===== src/rtl/fetch_stage.sv =====
// Instruction fetch stage: PC owner, imem request issue, one-entry skid and redirect kill.
// Optional build macro FETCH_ALIGN_CHECK_EN adds misaligned-redirect trapping (f_misalign).
module fetch_stage #(
  parameter logic [31:0] RESET_PC = 32'h0000_1000,
  parameter logic [31:0] EXC_PC   = 32'h0000_2000
) (
  input  logic        clock,
  input  logic        reset,
  input  logic        redirect,
  input  logic [31:0] redirect_pc,
  input  logic        hazard_stall,
  output logic        imem_req,
  output logic [31:0] imem_addr,
  input  logic        imem_ack,
  input  logic [31:0] imem_rdata,
  output logic [31:0] f_instr,
  output logic [31:0] f_pc,
  output logic        f_stall
`ifdef FETCH_ALIGN_CHECK_EN
  ,
  output logic        f_misalign
`endif
);

  typedef enum logic [1:0] {REQ, HOLD, KILL} state_t;

  state_t      state;
  state_t      next_state;
  logic [31:0] pc;
  logic [31:0] kill_addr;
  logic [31:0] skid_instr;
  logic [31:0] skid_pc;
  logic [31:0] redirect_target;

`ifdef FETCH_ALIGN_CHECK_EN
  logic misaligned;
  assign misaligned      = |redirect_pc[1:0];
  assign redirect_target = misaligned ? EXC_PC : redirect_pc;
`else
  logic unused_align_bits;
  assign redirect_target   = {redirect_pc[31:2], 2'b00};
  assign unused_align_bits = ^{redirect_pc[1:0], EXC_PC};
`endif

  always_ff @(posedge clock or posedge reset) begin
    if (reset) state <= REQ;
    else       state <= next_state;
  end

  always_comb begin
    next_state = state;
    case (state)
      REQ: begin
        if (redirect)                      next_state = imem_ack ? REQ : KILL;
        else if (imem_ack && hazard_stall) next_state = HOLD;
      end
      HOLD: if (redirect || !hazard_stall) next_state = REQ;
      // a redirect while killing keeps waiting for the stale response
      KILL: if (imem_ack) next_state = REQ;
      default: next_state = REQ;
    endcase
  end

  always_comb begin
    imem_req  = 1'b0;
    imem_addr = pc;
    case (state)
      REQ:  imem_req = 1'b1;
      KILL: begin
        imem_req  = 1'b1;
        imem_addr = kill_addr;
      end
      default: imem_req = 1'b0;
    endcase
    if (reset) imem_req = 1'b0;
  end

  always_ff @(posedge clock or posedge reset) begin
    if (reset) begin
      pc         <= RESET_PC;
      kill_addr  <= RESET_PC;
      skid_instr <= 32'h0;
      skid_pc    <= 32'h0;
      f_instr    <= 32'h0;
      f_pc       <= 32'h0;
      f_stall    <= 1'b1;
    end else if (redirect) begin
      pc      <= redirect_target;
      f_instr <= 32'h0;
      f_stall <= 1'b1;
      if (state == REQ && !imem_ack) kill_addr <= pc;
`ifdef FETCH_ALIGN_CHECK_EN
      if (misaligned) f_pc <= redirect_pc;
`endif
    end else begin
      case (state)
        REQ: begin
          if (imem_ack) begin
            pc <= pc + 32'd4;
            if (hazard_stall) begin
              skid_instr <= imem_rdata;
              skid_pc    <= pc;
            end else begin
              f_instr <= imem_rdata;
              f_pc    <= pc;
              f_stall <= 1'b0;
            end
          end else if (!hazard_stall) begin
            f_instr <= 32'h0;
            f_stall <= 1'b1;
          end
        end
        HOLD: begin
          if (!hazard_stall) begin
            f_instr <= skid_instr;
            f_pc    <= skid_pc;
            f_stall <= 1'b0;
          end
        end
        KILL: begin
          if (!hazard_stall) begin
            f_instr <= 32'h0;
            f_stall <= 1'b1;
          end
        end
        default: f_stall <= 1'b1;
      endcase
    end
  end

`ifdef FETCH_ALIGN_CHECK_EN
  always_ff @(posedge clock or posedge reset) begin
    if (reset)              f_misalign <= 1'b0;
    else if (redirect)      f_misalign <= misaligned;
    else if (!hazard_stall) f_misalign <= 1'b0;
  end
`endif

endmodule

===== config.mk =====
export PLATFORM = sky130hd
export DESIGN_NAME = fetch_stage
export DESIGN_NICKNAME = d
export VERILOG_FILES = /design/src/rtl/fetch_stage.sv
export SDC_FILE = /design/constraint.sdc
export NUM_CORES = 1
export LEC_CHECK = 0
export ABC_AREA = 1
export BUFFER_PORTS_ARGS = -buffer_cell sky130_fd_sc_hd__clkbuf_2
export CORE_UTILIZATION = 50
export CTS_CLUSTER_DIAMETER = 50
export DETAILED_ROUTE_END_ITERATION = 6
export PLACE_DENSITY = 0.72
export SLEW_MARGIN = 20
export SYNTH_ARGS = -nofsm -noshare
export SYNTH_HDL_FRONTEND = slang
export SYNTH_SLANG_ARGS = --single-unit

===== constraint.sdc =====
create_clock -name clock -period 17.97 [get_ports clock]
set_clock_uncertainty 0.05 [all_clocks]
set_input_delay 1.797 -clock clock [delete_from_list [all_inputs] [get_ports clock]]
set_output_delay 1.797 -clock clock [all_outputs]
set_load 0.005 [all_outputs]

==> impl_metrics.csv <==
group,metric,value,unit
logic_synthesis,ys_types,35,
route,routed_wirelength,25400,µm
sta,period_needed,4600,ps
die,initial_core_util,51.1,%
min_path,min_path_type,"reg2reg",
clocking,cts_hold_buf,0,
worst_setup_path,crit_arrival,2750,ps
layout,nets,1384,
pwr,vdd_drop_max,0.0878,mV
sta,tns,0,ps
worst_setup_path,worstSetupEndpointType,"output pin",
min_path,hold_depth,2,
sta,post-route-period-util,25.6,%
logic_synthesis,synth_cells,1202,
route,drc,0,
route,dr.pass1.iters,5,
clocking,cts_tree,"yes",
clocking,clkTransAtPathRegs,70,ps
pwr,clkPwrFrac,25.0,%
sta,drv_slew,0,
place,dp_hpwl,15700,µm
global_routing,track_usage,26.7,%
die,pin_count,167,
layout,antenna_cells,0,
sta,hold_ws,435,ps
logic_synthesis,synth_area,9560,µm²
clocking,cts_max_level,4,
logic_synthesis,postSynth.topFlopCell,"dfrtp_1",
place,gp_congestion,0.879,
die,dieArea,19700,µm²
die,rows,50,
layout,area_delta_synth_final,16.9,%
clocking,cts.sinks,187,
pwr,power_frac_comb,36.7,%
worst_setup_path,r2r_slack,15090,ps
logic_synthesis,synth_seq_cells,187,
pwr,p_int,1.16,mW
route,drtAntennaViolNets,0,
pwr,power-per-cell-area,166,nW/µm²
sta,worst_pin_slew,1040,ps
die,die_w,140,µm
worst_setup_path,worstReg2RegEnd,"f_pc[14]$_DFFE_PP0P_",
run,maxCapViolCount,0,
route,wire_per_inst,16.3,µm
logic_synthesis,seq_area_frac_synth,49.0,%
global_routing,grt_pass1_vias,8209,
logic_synthesis,asyncSetResetFlopFracSynth,100,%
clocking,clock-root-buffer,"clkbuf_16",
global_routing,gr-total-overflow,0,
place,port_buffers,160,
worst_setup_path,reg2regPathDepth,8,
logic_synthesis,synth_edf_count,0,
layout,fillers,1680,
worst_setup_path,required,16120,ps
layout,final_common_cell,"nand2_1",
pwr,leakage,5.25,nW
route,drt_iter0_markers,602,
global_routing,antenna_found_initial,0,
worst_setup_path,cp-start-kind,"flip-flop",
sta,hold_viol,0,
die,fp.coreArea,18700,µm²
clocking,cts_setup_buffers,0,
worst_setup_path,crit_type,"reg2out",
clocking,cts_resized,0,
pwr,p_sw,0.699,mW
sta,finalSetupViolations,0,
route,num_vias,8722,
route,vias_per_cell,5.61,
global_routing,grt_pass1_wl,41600,µm
status,status,"finished clean",
sta,rsz0062_at_grt,"no",
clocking,cts_buffer_depth,2,
min_path,min_to,"kill_addr[20]$_DFFE_PP0P_",
sta,slew_headroom,30.7,%
worst_setup_path,r2r-start,"state[1]$_DFFE_PP0P_",
logic_synthesis,synth_warnings,0,
die,die_h,140,µm
logic_synthesis,avgSynthCellArea,7.95,µm²
clocking,cts_buffers,17,
global_routing,grt_max_degree,117,
layout,layout_common_cells,"nand2_1, dfrtp_1, clkbuf_2",
pwr,seqPwrFrac,38.3,%
min_path,hold_start,"kill_addr[20]$_DFFE_PP0P_",
pwr,switching_share,37.6,%
layout,drive_above_1_share,17.7,%
worst_setup_path,crit_fanout,58,
sta,max_freq,217,MHz
clocking,clk-insertion-delay-late,440,ps
==> critical path, cell delays in order, from the launching register on <==
cell      delay [ps]
dfrtp_1          430
inv_1            130
ha_2             600
buf_4            640
o21ai_0          310
clkbuf_2         180
==> worst max path at each step <==
stage | startpoint | to | slack (ps) | cells after the start
after floorplan | reset | f_instr[0]$_DFFE_PP0P_ | 11040 | 1
after CTS | state[0]$_DFFE_PP0P_ | imem_addr[31] | 13380 | 5
after global placement | imem_ack | f_pc[8]$_DFFE_PP0P_ | 13080 | 7
final | state[0]$_DFFE_PP0P_ | imem_addr[27] | 13370 | 5
after detailed placement | imem_ack | f_pc[14]$_DFFE_PP0P_ | 13000 | 7
after global routing | imem_ack | f_pc[14]$_DFFE_PP0P_ | 13080 | 7
==> metal layers <==
metal  global-route usage [%]  vias up  part of all wire [%]
met3                     6.53       28                   6.6
met2                     42.6      282                    46
met1                     36.4     4176                    46
li1                         -     4236                     -
met4                     7.35        0                   1.5
met5                        0        -                     0
==> cells in the mapped netlist, types with 9 or more instances <==
cell / number / share of area (%)
nand2_1: 306 / 12
dfrtp_1: 184 / 48
o21ai_0: 141 / 7.4
nor2_1: 111 / 4.4
nand3_1: 108 / 5.7
a21oi_1: 106 / 5.5
inv_1: 55 / 2.2
clkbuf_1: 50 / 2.0
a32oi_1: 32 / 2.9
mux2_1: 20 / 2.4
buf_2: 17 / 0.89
mux2_2: 12 / 1.4
buf_1: 9 / 0.35
==> logic make-up after synthesis <==
group / after synthesis / synth area share (%)
xor gates and xnor gates: 6 / 0.550
DFF: 187 / 49.0
muxes: 32 / 3.77
AOI/OAI and AO/OA: 292 / 16.9
other: 1 / 0.0392
adders and majority gates: 5 / 0.654
buffers and inverters: 143 / 6.23
and+or+nand+nor: 536 / 22.9
==> registers in the layout (all words and copies together), names as in the netlist <==
| signal | cells |
|---|---|
| skid_pc | 30 |
| f_pc | 30 |
| f_instr | 32 |
| state | 2 |
| skid_instr | 32 |
| f_stall | 1 |
| kill_addr | 30 |
| pc | 30 |
==> stage by stage <==
| step | setup WS (ps) | total power [mW] | util [%] | instance area [µm²] | instances |
|---|---|---|---|---|---|
| floorplan | 11040 | 1.16 | - | 9570 | 1205 |
| global placement | 13080 | 1.36 | 55.7 | 10400 | 1524 |
| detailed placement | 13000 | 1.39 | 55.7 | 10400 | 1524 |
| CTS | 13380 | 1.86 | 59.5 | 11100 | 1555 |
| global route | 13080 | 1.99 | 59.7 | 11200 | 1556 |
| finish | 13370 | 1.86 | 59.7 | 11200 | 1556 |
==> power groups by stage <==
| stage | sequential (mW) | combinational, mW | clock [mW] |
|---|---|---|---|
| floorplan | 0.697 | 0.463 | 0 |
| global placement | 0.707 | 0.656 | 0 |
| detailed placement | 0.717 | 0.673 | 0 |
| CTS | 0.710 | 0.678 | 0.469 |
| global route | 0.733 | 0.776 | 0.485 |
| finish | 0.712 | 0.681 | 0.465 |
==> area by class of cell <==
type	instances	area, µm²	share of cell area [%]
Clock inverter	13	284	2.54
Tap cell	234	293	2.62
Inverter	60	233	2.08
Sequential cell	187	4680	41.9
Multi-Input combinational cell	875	4360	39.0
Timing Repair Buffer	169	888	7.95
Clock buffer	18	439	3.93
No activity file was read; power rests on OpenSTA's default activity.
